**config.mk**
```make
export PLATFORM = sky130hd
export DESIGN_NAME = shift_add_mult
export DESIGN_NICKNAME = d
export VERILOG_FILES = /design/src/rtl/mult_pkg.sv /design/src/rtl/add_shift_step.sv /design/src/rtl/shift_add_mult.sv
export SDC_FILE = /design/constraint.sdc
export NUM_CORES = 1
export LEC_CHECK = 0
export CORE_UTILIZATION = 55
export DETAILED_ROUTE_END_ITERATION = 16
export PLACE_DENSITY = 0.82
export SYNTH_ARGS = -nofsm -noshare
export SYNTH_HDL_FRONTEND = slang
export SYNTH_SLANG_ARGS = --single-unit
```
**constraint.sdc**
```tcl
create_clock -name clk -period 7.69 [get_ports clk]
set_clock_uncertainty 0.05 [all_clocks]
set_input_delay 0.769 -clock clk [delete_from_list [all_inputs] [get_ports clk]]
set_output_delay 0.769 -clock clk [all_outputs]
set_load 0.01 [all_outputs]
```
**src/rtl/mult_pkg.sv**
```systemverilog
// Shared types and constants for the sequential shift-add multiplier.
package mult_pkg;
  typedef enum logic [1:0] {
    IDLE = 2'd0,
    CALC = 2'd1,
    DONE = 2'd2
  } state_t;

  localparam int WIDTH_MIN = 4;
  localparam int WIDTH_MAX = 32;

  // Step counter must hold 0..WIDTH-1 with one bit of headroom.
  function automatic int cnt_width(input int w);
    return $clog2(w) + 1;
  endfunction
endpackage

```
**src/rtl/add_shift_step.sv**
```systemverilog
// One multiplier-bit iteration: conditional add (or subtract on the signed
// MSB step) into the WIDTH+1 bit partial sum, then a one-bit right shift.
module add_shift_step import mult_pkg::*; #(
  parameter int WIDTH = 8
) (
  input  logic [WIDTH:0]   hi,
  input  logic [WIDTH-1:0] lo,
  input  logic [WIDTH-1:0] a,
  input  logic             is_signed,
  input  logic             last,
  output logic [WIDTH:0]   hi_next,
  output logic [WIDTH-1:0] lo_next
);
  logic [WIDTH:0] a_ext;
  logic [WIDTH:0] sum;
  logic           fill;

  always_comb begin
    a_ext = {is_signed & a[WIDTH-1], a};
    if (!lo[0]) begin
      sum = hi;
    end else if (is_signed && last) begin
      // The multiplier MSB carries weight -2^(WIDTH-1) in two's complement.
      sum = hi - a_ext;
    end else begin
      sum = hi + a_ext;
    end
    fill    = is_signed & sum[WIDTH];
    hi_next = {fill, sum[WIDTH:1]};
    lo_next = {sum[0], lo[WIDTH-1:1]};
  end
endmodule

```
**src/rtl/shift_add_mult.sv**
```systemverilog
// Sequential WIDTH x WIDTH multiplier: one multiplier bit per cycle, result
// WIDTH edges after acceptance, held in DONE until the consumer takes it.
module shift_add_mult import mult_pkg::*; #(
  parameter int WIDTH  = 8,
  parameter int PWIDTH = 2 * WIDTH
) (
  input  logic              clk,
  input  logic              rst,
  input  logic              in_valid,
  output logic              in_ready,
  input  logic [WIDTH-1:0]  a,
  input  logic [WIDTH-1:0]  b,
  input  logic              is_signed,
  output logic              out_valid,
  input  logic              out_ready,
  output logic [PWIDTH-1:0] product,
  output logic              busy
);
  localparam int            CW        = cnt_width(WIDTH);
  localparam logic [CW-1:0] LAST_STEP = CW'(WIDTH - 1);

  state_t           state, state_nxt;
  logic [CW-1:0]    cnt;
  logic [WIDTH-1:0] a_q;
  logic             sign_q;
  logic [WIDTH:0]   acc_hi, hi_next;
  logic [WIDTH-1:0] acc_lo, lo_next;
  logic             accept;
  logic             last;

  add_shift_step #(.WIDTH(WIDTH)) u_step (
    .hi        (acc_hi),
    .lo        (acc_lo),
    .a         (a_q),
    .is_signed (sign_q),
    .last      (last),
    .hi_next   (hi_next),
    .lo_next   (lo_next)
  );

  always_comb begin
    state_nxt = state;
    in_ready  = 1'b0;
    out_valid = 1'b0;
    busy      = 1'b1;
    accept    = 1'b0;
    last      = (cnt == LAST_STEP);
    case (state)
      IDLE: begin
        in_ready = 1'b1;
        busy     = 1'b0;
        accept   = in_valid;
        if (in_valid) state_nxt = CALC;
      end
      CALC: begin
        if (last) state_nxt = DONE;
      end
      DONE: begin
        out_valid = 1'b1;
        if (out_ready) state_nxt = IDLE;
      end
      default: state_nxt = IDLE;
    endcase
  end

  always_ff @(posedge clk) begin
    if (rst) state <= IDLE;
    else     state <= state_nxt;
  end

  // Multiplier occupies the low half of the accumulator and is shifted out
  // as product bits shift in, so the final {hi, lo} is the full product.
  always_ff @(posedge clk) begin
    if (rst) begin
      cnt     <= '0;
      a_q     <= '0;
      sign_q  <= 1'b0;
      acc_hi  <= '0;
      acc_lo  <= '0;
      product <= '0;
    end else if (accept) begin
      cnt     <= '0;
      a_q     <= a;
      sign_q  <= is_signed;
      acc_hi  <= '0;
      acc_lo  <= b;
    end else if (state == CALC) begin
      cnt    <= cnt + 1'b1;
      acc_hi <= hi_next;
      acc_lo <= lo_next;
      if (last) product <= PWIDTH'({hi_next[WIDTH-1:0], lo_next});
    end
  end
endmodule

```
Yosys cells after proc, flatten, opt, wreduce, memory -nomap -nowiden
Index checks and enable logic that the tools add are counted.
{"block": "totals", "register_bits": 48, "inputBits": 21}
{"block": "classes", "n_addsub": 3, "eq_ne": 6, "muxes": 12, "bitwise": 3, "n_reduce_logical": 6}
{"cell": "9-bit 2-to-1 mux", "n": 2}
{"cell": "8-bit 2-to-1 mux", "n": 2}
{"cell": "9-bit adder", "n": 1}
{"cell": "9-bit subtractor", "n": 1}
{"cell": "2-bit 2-to-1 mux", "n": 3}
{"cell": "2-bit one-hot mux with 3 select lines", "n": 1}
{"cell": "3-bit AND reduction", "n": 2}
{"cell": "4-bit by 1-bit adder with 4-bit output (second input constant)", "n": 1}
{"cell": "4-bit by 3-bit == test with 1-bit output (second input constant)", "n": 1}
{"cell": "1-bit 2-to-1 mux", "n": 4}
{"cell": "2-bit inequality test (second input constant)", "n": 2}
{"cell": "1-bit AND", "n": 2}
{"cell": "2-bit by 1-bit == test with 1-bit output (second input constant)", "n": 1}
{"cell": "2-bit == test (second input constant)", "n": 1}
{"cell": "2-bit zero test", "n": 1}
{"cell": "2-bit by 1-bit inequality test with 1-bit output (second input constant)", "n": 1}
{"cell": "2-bit nonzero test", "n": 1}
{"cell": "2-bit OR reduction", "n": 1}
{"cell": "1-bit logical AND", "n": 1}
{"cell": "1-bit NOT", "n": 1}

Depth between registers and ports, before layout
Gate-level depths: netlist of run 1.
{"block": "logic_depth", "depth_word": 6, "depth_mapped": 13, "mapped_depth_nobuf": 12}

Cells and area by module
Synthesis of run 1 repeated with hierarchy kept, for this count alone.
{"block": "unflattened", "cells_unflattened": 333, "hier_area_um2": 2656.3}
{"module": "shift_add_mult", "n_inst": 1, "cells_per_inst": 224, "area_each_um2": 1891.8, "seq_area_each_um2": 960.9}
{"module": "add_shift_step", "n_inst": 1, "cells_per_inst": 109, "area_each_um2": 764.5, "seq_area_each_um2": 0.0}

Worst setup path after synthesis of run 1
Ideal clock, no wire load.
{"block": "synth_path", "kind": "flip-flop to flip-flop", "start": "register cnt[0]", "end": "register acc_hi[7]", "setup_ps": 61, "arrival_time_ps": 2738, "t_required_ps": 7579, "path_slack_ps": 4842, "path_stages_with_launch": 13, "path_buffers": 1, "synth_period_minus_slack_ps": 2848, "path_cell_list": "dfxtp_1 > ha_1 > and3b_2 > and2_1 > clkbuf_1 > mux2i_1 > fa_1 > a211oi_2 > nor3_1 > a211oi_4 > xnor2_2 > mux2_4 > nand3_2"}
{"block": "synth_via", "elab_chain_len": 4}
{"element": "start: declaration", "line": "shift_add_mult.sv:23", "rtl": "logic [CW-1:0] cnt;"}
{"element": "start signal: assignment", "line": "shift_add_mult.sv:88", "rtl": "cnt <= cnt + 1'b1;"}
{"element": "4-bit by 3-bit == test with 1-bit output", "line": "shift_add_mult.sv:47", "rtl": "last = (cnt == LAST_STEP);"}
{"element": "1-bit logical AND", "line": "add_shift_step.sv:22", "rtl": "end else if (is_signed && last) begin"}
{"element": "9-bit 2-to-1 mux", "line": "add_shift_step.sv:22"}
{"element": "9-bit 2-to-1 mux", "line": "add_shift_step.sv:20", "rtl": "if (!lo[0]) begin"}
{"element": "end signal: assignment", "line": "shift_add_mult.sv:89", "rtl": "acc_hi <= hi_next;"}
{"element": "end: declaration", "line": "shift_add_mult.sv:26", "rtl": "logic [WIDTH:0] acc_hi, hi_next;"}
Every way passes these cells.
A chain may end at the register's enable or synchronous reset.

Worst setup path after layout of run 1
{"block": "layout_path", "start": "register cnt[0]", "end": "register product[15]"}
{"block": "layout_via", "elab_chain_len": 4}
{"element": "4-bit by 3-bit == test with 1-bit output *", "line": "shift_add_mult.sv:47"}
{"element": "1-bit logical AND", "line": "add_shift_step.sv:22"}
{"element": "9-bit 2-to-1 mux", "line": "add_shift_step.sv:22"}
{"element": "9-bit 2-to-1 mux", "line": "add_shift_step.sv:20"}
{"element": "end signal: assignment", "line": "shift_add_mult.sv:91", "rtl": "if (last) product <= PWIDTH'({hi_next[WIDTH-1:0], lo_next});"}
{"element": "end: declaration", "line": "shift_add_mult.sv:16", "rtl": "output logic [PWIDTH-1:0] product,"}
Every way passes the cells marked *; elsewhere a longest branch is shown, timed or not.

==> flow_summary.yaml, run 1 <==
outcome:
  outcome: "completed"
setup_path:
  start_kind: "flip-flop"
  endpoint_kind: "flip-flop"
  crit_type: "reg -> reg"
  r2r_start: "cnt[0]"
  worstReg2RegEnd: "product[15]"
  rrSetupSlack_ns: 4.64
  crit_required_ns: 7.83
  ff2ff_path_depth: 11
  cp_data_arrival_time_ns: 3.18
  worst-path-max-fanout: 7
clock_tree:
  ctsHoldBuffers: 0
  cts_sinks: 48
  cts_buffer_depth: 2
  tritoncts: "yes"
  cts_setup_buffers: 0
  cts_inserted_buffers: 5
  cts.htree.levels: 2
  root_buffer: "clkbuf_8"
  clk_pin_slew_ns: 0.09
  cts.repair.resized: 0
  clk_latency_ns: 0.30
sta:
  finalHoldViolations: 0
  worst_pin_slew_ns: 0.7294
  fin_crit_ns: 3.048
  hold-worst-slack_ns: 0.4061
  maxSlewHeadroom_pct: 51.38
  rsz0062_at_grt: "no"
  finalCritPeriodShare_pct: 39.64
  setup_violations: 0
  maxSlewViolCount: 0
  finalSetupTns_ns: 0
  max_freq_mhz: 328.1
die:
  die_h_um: 68.90
  rows: 23
  die_area_mm2: 0.004747
  ios: 40
  die_x_um: 68.90
  start_util_pct: 59.39
  fp.coreArea_mm2: 0.004144
route:
  viasPerCell: 5.530
  route.antenna.remaining_nets: 0
  wl_per_cell_um: 14.00
  via_count: 2096
  totalWireLength_mm: 5.307
  drtIter0Drc: 111
  drcViolationCount: 0
  first_pass_iters: 4
min_path:
  hold_end: "product[4]"
  hold_start: "product[4]"
  worstHoldPathCells: 2
  hp-class: "reg -> reg"
yosys:
  synth-edff-count: 0
  async_reset_ff_share_pct: 0
  syn_nets: 330
  synth_cell_types: 49
  syn_avg_cell_area_um2: 8.259
  yosysSeqAreaShare_pct: 39.04
  syn_area_mm2: 0.002461
  ys_ff_latch: 48
  ys_warn_count: 0
  synthCells: 298
  dominantRegCellSynth: "dfxtp_1"
place:
  place_hpwl_mm: 3.815
  routabilityCongestion: 0.9044
  placedCellCount: 372
  port_buffers: 39
global_route:
  grt_first_pass_wirelength_mm: 8.480
  grt_max_degree: 39
  gr-usage-all-layers_pct: 24.71
  grt_overflow: 0
  antenna_found_initial: 0
  grt_pass1_vias: 1808
final_layout:
  fin_util_pct: 70.98
  ff_latch_area_um2: 960.9
  fill_cells: 357
  diodes: 0
  area_growth_pct: 19.52
  multiInputGateArea_mm2: 0.001398
  instances_no_fill: 379
  drive_above_1_share_pct: 6.383
  nNetsFinal: 361
flow_run:
  drv_cap: 0
pwr:
  ir_drop_uv: 109.5
  power_density_mw_per_mm2: 185.9
  leakagePower_nw: 1.037
cells in the final DEF (no fill, tap or decap), types with 2 or more instances in the layout:
master / count
nand2_1: 52
dfxtp_1: 48
a21oi_1: 39
clkdlybuf4s50_1: 39
nor2_1: 23
xnor2_1: 11
ha_1: 10
inv_1: 9
a211oi_1: 8
o21ai_0: 7
a22oi_1: 7
mux2i_1: 6
nor3_1: 5
nand2b_1: 5
nand3_1: 5
clkbuf_8: 5
and2_1: 4
o21a_1: 4
xor2_1: 3
o22ai_1: 3
a31oi_1: 2
nor2b_1: 2
o31ai_1: 2
buf_4: 2
per-layer routing:
layer  track usage, %  wire length [µm]  vias up
met3            5.921               176        4
met2            38.35              2520       46
li1                 -                 -     1091
met5                0                 0        -
met1            33.27              2555      955
met4            8.673                55        0
metrics by stage:
step	cell area (µm²)	power, mW	worst slack [ns]
2_1_floorplan	2461	0.3734	4.842
3_3_place_gp	2860	0.4026	4.797
3_5_place_dp	2860	0.4055	4.695
4_1_cts	2942	0.5490	4.654
5_1_grt	2942	0.5778	4.370
6_report	2942	0.5467	4.642
flip-flops by register name (all words and copies together) (netlist names):
signal,count
a_q,8
acc_hi,9
sign_q,1
product,16
cnt,4
acc_lo,8
state,2
kinds of logic after synthesis:
logic type / Yosys count / share of synthesized area, %
and+or+nand+nor: 108 / 20.34
adders and majority gates: 11 / 5.897
xor gates and xnor gates: 15 / 5.643
AOI/OAI and AO/OA: 83 / 21.76
muxes: 7 / 3.050
buffers and inverters: 26 / 4.270
DFF: 48 / 39.04
how the worst max path moves through the flow:
stage	from	end	cells past startpoint
floorplan	cnt[0]	acc_hi[7]	12
detailed placement	cnt[0]	acc_hi[7]	11
global route	cnt[0]	product[15]	11
CTS	cnt[0]	product[15]	11
finish	cnt[0]	product[15]	11
global placement	cnt[0]	product[12]	11
layout make-up:
type                       count  share of cell area [%]
tap                           50                   2.127
sequential                    48                   32.67
clock buffer                   5                   2.339
timing repair buffer          41                   13.78
inverter                       9                   1.148
clock inverter                 2                  0.4254
multi-input combinational    224                   47.51
worst max-delay path: stages, from the launching register on:
cell and delay, ns:
dfxtp_1 0.37, ha_1 0.17, and3b_2 0.23, and2_1 0.27
mux2i_1 0.34, fa_1 0.31, a211oi_2 0.10, nor3_1 0.36
a211oi_4 0.07, xnor2_2 0.29, mux2i_1 0.25, o22ai_1 0.10
synth_stat cells, types with 2 or more instances:
master     n  area (µm²)
nand2_1   52       195.2
dfxtp_1   48       960.9
a21oi_1   39       195.2
nor2_1    23       86.33
xnor2_1   11       96.34
ha_1      10       125.1
clkbuf_1   9       33.78
inv_1      9       33.78
a211oi_1   8       60.06
a22oi_1    7       52.55
o21ai_0    7       35.03
buf_2      6       30.03
mux2i_1    6       60.06
nand2b_1   5       31.28
nand3_1    5       25.02
nor3_1     5       25.02
and2_1     4       25.02
o21a_1     4       30.03
nor2b_1    3       18.77
o22ai_1    3       18.77
xor2_1     3       26.28
a31oi_1    2       12.51
buf_1      2       7.510
o31ai_1    2       15.01
power breakdown:
group          total [mW]  switching, mW  internal, mW
Sequential          0.269         0.0115         0.258
Clock               0.145         0.0834        0.0617
Combinational       0.132         0.0685        0.0637
Total               0.547          0.163         0.383
Note: power is estimated with default switching activity, not from simulation.
==> inputs of run 2 (changes only) <==
--- a/config.mk
+++ b/config.mk
@@ -5,9 +5,9 @@
 export SDC_FILE = /design/constraint.sdc
 export NUM_CORES = 1
 export LEC_CHECK = 0
-export CORE_UTILIZATION = 55
+export CORE_UTILIZATION = 53
 export DETAILED_ROUTE_END_ITERATION = 16
-export PLACE_DENSITY = 0.82
+export PLACE_DENSITY = 0.79
 export SYNTH_ARGS = -nofsm -noshare
 export SYNTH_HDL_FRONTEND = slang
 export SYNTH_SLANG_ARGS = --single-unit
==> constraint.sdc (replaced) <==
create_clock -name clk -period 3.1 [get_ports clk]
set_clock_uncertainty 0.05 [all_clocks]
set_input_delay 0.31 -clock clk [delete_from_list [all_inputs] [get_ports clk]]
set_output_delay 0.31 -clock clk [all_outputs]
set_load 0.01 [all_outputs]
==> run 2 against run 1 <==
Effect of this change: via count increased by 3.7%; final cell count increased by 1.1%; core utilization decreased by 2.6 points; register-to-register slack got worse by 4.5 ns; sequential share of layout area decreased by 0.81 points; critical endpoint is now acc_hi[7]; combinational power increased to 2.5 times the previous value.
==> flow_summary.yaml, run 2 (same netlist as run 1, synthesis figures left out) <==
setup_path:
  endpoint_kind: "flip-flop"
  start_kind: "flip-flop"
  r2r_start: "cnt[0]"
  crit_required_ns: 3.31
  crit_path_max_incr_delay_ns: 0.34
  path_delay_family: "compound AO/OA/AOI/OAI gates"
  crit_start: "cnt[0]"
  cp_slowest_cell: "dfxtp_1"
  worst-path-max-fanout: 7
  cp_num_buf_inv: 0
  worstPathCellList: "ha_1, and3b_2, and2_2, a21oi_1, xnor2_1, ha_1, a21oi_1, o21bai_1, a211oi_4, xnor2_2, mux2_4, nand3_2"
  cp_data_arrival_time_ns: 3.16
  crit_type: "reg -> reg"
route:
  totalWireLength_mm: 5.446
  via_count: 2174
  viasPerCell: 5.676
  route.antenna.remaining_nets: 0
  first_pass_iters: 4
  wl_per_cell_um: 14.22
  drcViolationCount: 0
  drtIter0Drc: 117
die:
  die_x_um: 70.15
  fp.coreArea_mm2: 0.004414
  ios: 40
  rows: 24
  die_area_mm2: 0.004920
  die_h_um: 70.15
  start_util_pct: 55.75
final_layout:
  top_regs: "product (16), acc_hi (9)"
  final_common_cell: "nand2_1"
  largest_register_ffs: 16
  drive_above_1_share_pct: 9.063
  largest-register: "product"
  area_growth_pct: 22.57
  fin_area_mm2: 0.003017
  nNetsFinal: 362
  instances_no_fill: 383
  diodes: 0
  final_cell_mix: "52 x nand2_1, 48 x dfxtp_1, 39 x a21oi_1, 39 x clkdlybuf4s50_1, 23 x nor2_1"
  fill_cells: 392
sta:
  finalHoldViolations: 0
  max_freq_mhz: 338.2
  worst_pin_slew_ns: 0.7546
  setup_ws_ns: 0.1431
  setup_violations: 0
  finalSetupTns_ns: 0
  fin_crit_ns: 2.957
  rsz0062_at_grt: "yes"
  maxSlewHeadroom_pct: 49.70
  maxSlewViolCount: 0
  finalCritPeriodShare_pct: 95.38
min_path:
  hold_start: "product[6]"
  hp-class: "reg -> reg"
global_route:
  grt_pass1_vias: 2088
  gr-usage-all-layers_pct: 23.45
  grt_max_degree: 31
  antenna_found_initial: 0
  grt_first_pass_wirelength_mm: 9.246
  grt_overflow: 0
pwr:
  power_mw: 1.488
  power_density_mw_per_mm2: 493.3
  leakagePower_nw: 1.067
  ir_drop_uv: 332.8
clock_tree:
  clk_pin_slew_ns: 0.09
  cts.htree.levels: 2
  cts_inserted_buffers: 5
  clk_latency_ns: 0.31
  root_buffer: "clkbuf_8"
  cts_sinks: 48
  tritoncts: "yes"
  cts_buffer_depth: 2
place:
  placed_area_mm2: 0.002870
  placedCellCount: 375
  place_hpwl_mm: 4.057
  routabilityCongestion: 0.7962
  dp_slack_ns: 0.06591
  port_buffers: 39
flow_run:
  drv_cap: 0
outcome:
  outcome: "completed"
[run 2: what timing repair did]
action                                  4_1_cts  5_1_grt
endpoints found under the setup margin        0        7
setup buffers                                 0        0
resized for setup                             0        8
endpoints found under the hold margin         0        0
hold buffers                                  0        0
[run 2: power breakdown]
| part | total [mW] | leakage, nW | switching, mW | internal [mW] |
|---|---|---|---|---|
| clock | 0.484 | 0.0614 | 0.220 | 0.264 |
| combinational | 0.335 | 0.615 | 0.173 | 0.162 |
| sequential | 0.669 | 0.391 | 0.0293 | 0.640 |
| total | 1.49 | 1.07 | 0.422 | 1.07 |
[run 2: layout make-up]
type | instances | area [µm²] | area share [%]
repair buffers | 42 | 412.9 | 13.69
clock buffers | 6 | 82.58 | 2.737
flip-flops and latches | 48 | 960.9 | 31.85
multi-input cells | 224 | 1423 | 47.16
inverters | 9 | 33.78 | 1.120
clock inverters | 2 | 38.79 | 1.286
well taps | 52 | 65.06 | 2.157
[run 2: metal layers]
layer	GRT usage [%]	share of wire [%]
met1	28.73	45
met2	40.60	49
met3	4.618	3.9
met4	8.667	1.8
met5	0	0
[run 2: final timing paths]
check	endpoint	slack, ns	cells past startpoint
setup reg to reg	acc_hi[7]	0.14	12
setup / recovery	acc_hi[7]	0.14	12
hold / removal	product[6]	0.41	2
hold reg to reg	product[6]	0.41	2
[run 2: metrics by stage]
step	utilization (%)	hold WS (ns)
floorplan	-	0.3955
detailed placement	65.02	0.3985
CTS	67.77	0.4114
finish	68.34	0.4107
global route	68.34	0.4289
global placement	65.02	0.3937
[run 2: worst register-to-register path: stages (launching register included)]
cell	delay, ns
dfxtp_1	0.34
ha_1	0.21
and3b_2	0.25
and2_2	0.25
a21oi_1	0.16
xnor2_1	0.17
ha_1	0.33
a21oi_1	0.18
o21bai_1	0.11
a211oi_4	0.26
xnor2_2	0.19
mux2_4	0.34
nand3_2	0.07
==> inputs of run 3 (changes only) <==
--- a/config.mk
+++ b/config.mk
@@ -5,6 +5,7 @@
 export SDC_FILE = /design/constraint.sdc
 export NUM_CORES = 1
 export LEC_CHECK = 0
+export ABC_AREA = 1
 export CORE_UTILIZATION = 53
 export DETAILED_ROUTE_END_ITERATION = 16
 export PLACE_DENSITY = 0.79
==> run 3 against run 2 <==
Effect of this change: wire length is 0.50% lower; sequential cell count stayed put; largest power group unchanged; critical endpoint is now acc_hi[5]; the run now ends with design-rule violations left; clock power is 21% lower.
==> flow_summary.yaml, run 3 <==
sta:
  finalHoldViolations: 0
  maxSlewHeadroom_pct: 63.50
  finalCritPeriodShare_pct: 91.39
  maxSlewViolCount: 0
  setup_ws_ns: 0.2669
  fin_crit_ns: 2.833
  finalSetupTns_ns: 0
  max_freq_mhz: 353.0
  setup_violations: 0
  rsz0062_at_grt: "no"
  worst_pin_slew_ns: 0.5467
yosys:
  synth_cell_types: 35
  syn_avg_cell_area_um2: 7.195
  synthCells: 353
  dominantRegCellSynth: "dfxtp_1"
  syn_area_mm2: 0.002540
  ys_ff_latch: 48
  ys_warn_count: 0
  yosys-top-cells-area: "dfxtp_1 38%, nand2_1 12%, inv_1 7.1%, a21oi_1 5.7%, ha_1 4.9%"
  async_reset_ff_share_pct: 0
  synthTopCellsByCount: "82 x nand2_1, 48 x dfxtp_1, 48 x inv_1"
  yosysSeqAreaShare_pct: 37.83
  synth_most_common_cell: "nand2_1"
  synth_area_leader_cell: "dfxtp_1"
  syn_nets: 385
  yosysTopAreaCellShare_pct: 37.83
  synth-edff-count: 0
final_layout:
  top_regs: "product (16), acc_hi (9)"
  nNetsFinal: 419
  final_cell_mix: "82 x nand2_1, 48 x inv_1, 48 x dfxtp_1, 39 x clkdlybuf4s50_1, 32 x nor2_1"
  final_common_cell: "nand2_1"
  diodes: 0
  area_growth_pct: 18.33
  largest-register: "product"
  largest_register_ffs: 16
  fin_util_pct: 67.17
  drive_above_1_share_pct: 7.494
place:
  routabilityCongestion: 0.8756
  port_buffers: 39
  place_hpwl_mm: 3.896
  dp_slack_ns: 0.3215
die:
  die_area_mm2: 0.005073
  fp.coreArea_mm2: 0.004474
  rows: 24
  die_x_um: 71.23
  ios: 40
  die_h_um: 71.23
  start_util_pct: 56.77
route:
  route.antenna.remaining_nets: 0
  viasPerCell: 5.185
  via_count: 2276
  wl_per_cell_um: 12.34
  totalWireLength_mm: 5.419
  first_pass_iters: 10
  drtIter0Drc: 142
  drcViolationCount: 1
pwr:
  internal_power_mw: 0.9377
  power_density_mw_per_mm2: 445.6
  comb_power_share_pct: 21.7
  clock_power_share_pct: 28.4
  ir_drop_uv: 338.9
  power_switching_mw: 0.4015
  pwr-share-seq_pct: 49.9
  swShare_pct: 29.98
  leakagePower_nw: 1.313
setup_path:
  worst-path-max-fanout: 6
  crit_type: "reg -> reg"
  crit_required_ns: 3.25
  cp_data_arrival_time_ns: 2.98
  endpoint_kind: "flip-flop"
  start_kind: "flip-flop"
global_route:
  grt_first_pass_wirelength_mm: 9.411
  grt_overflow: 0
  antenna_found_initial: 0
  gr-usage-all-layers_pct: 23.48
  grt_max_degree: 26
  grt_pass1_vias: 2146
clock_tree:
  cts.htree.levels: 2
  clk_pin_slew_ns: 0.09
  cts_setup_buffers: 0
  root_buffer: "clkbuf_8"
  tritoncts: "yes"
  cts_inserted_buffers: 5
  cts_sinks: 48
  cts_buffer_depth: 2
  clk_latency_ns: 0.30
  cts.repair.resized: 0
  ctsHoldBuffers: 0
outcome:
  violations: "design-rule violations"
  outcome: "complete, but fails checks"
min_path:
  hp-class: "reg -> reg"
flow_run:
  drv_cap: 0
## run 3: cell types whose count changed after synthesis, moves of 8 or more
cell,before,now
xnor2_1,11,0
o21ai_0,7,24
nand2_1,52,82
a21oi_1,39,29
a211oi_1,8,0
inv_1,9,48
nor2_1,23,32
## run 3: through the flow
stage               hold WS, ns  instance area [µm²]  total power [mW]  cells
global placement         0.3999                 2914            0.9639    432
CTS                      0.4176                 3005             1.351    439
finish                   0.4137                 3005             1.339    439
detailed placement       0.4038                 2914            0.9699    432
global route             0.4349                 3005             1.422    439
floorplan                0.4055                 2540            0.8942    353
## run 3: layout make-up
cell class              instances  area [µm²]
well taps                      52       65.06
clock inverters                 1       8.758
flip-flops and latches         48       960.9
repair buffers                 41       405.4
multi-input cells             238        1281
clock buffers                   6       82.58
inverters                      53       201.4
fillers                       387        1469
## run 3: logic make-up (layout without fill, tap and decap cells)
group / count (synthesis) / count (layout) / synth area share (%)
XOR/XNOR: 8 / 8 / 2.759
AND/OR/NAND/NOR: 145 / 145 / 25.62
buffers and inverters: 67 / 101 / 11.72
flip-flops: 48 / 48 / 37.83
adder cells (fa/ha/maj): 11 / 11 / 5.714
AO/OA/AOI/OAI: 74 / 74 / 16.36
## run 3: power by group through the flow
stage / Clock [mW] / Combinational, mW / Sequential [mW]
floorplan: 0 / 0.223 / 0.672
global placement: 0 / 0.283 / 0.681
detailed placement: 0 / 0.288 / 0.682
CTS: 0.392 / 0.291 / 0.668
global route: 0.416 / 0.334 / 0.671
finish: 0.381 / 0.291 / 0.668
## run 3: critical path, stage by stage (launching register included)
cell and delay (ns):
dfxtp_1 0.34, ha_1 0.21, nand2_1 0.07, clkinv_1 0.11, nand3_2 0.14, inv_1 0.09, or2_2 0.28, xor2_1 0.15
ha_1 0.33, nand3_1 0.11, nand3_2 0.08, inv_1 0.08, o21bai_1 0.07, or2_1 0.21, nand3_1 0.07, o21ai_0 0.12
o21ai_0 0.18, inv_1 0.05
## run 3: final timing paths
path / slack [ns] / cells after the start / end / startpoint
min: 0.41 / 2 / product[1] / product[1]
min reg2reg: 0.41 / 2 / product[1] / product[1]
max: 0.27 / 17 / acc_hi[5] / cnt[0]
max reg2reg: 0.27 / 17 / acc_hi[5] / cnt[0]
## run 3: metal layers
layer | track usage (%) | wire [µm] | vias to the layer above
met5 | 0 | 0 | -
met4 | 8.000 | 89 | 0
met3 | 4.219 | 197 | 9
met2 | 39.58 | 2571 | 52
met1 | 30.37 | 2560 | 1024
li1 | - | - | 1191
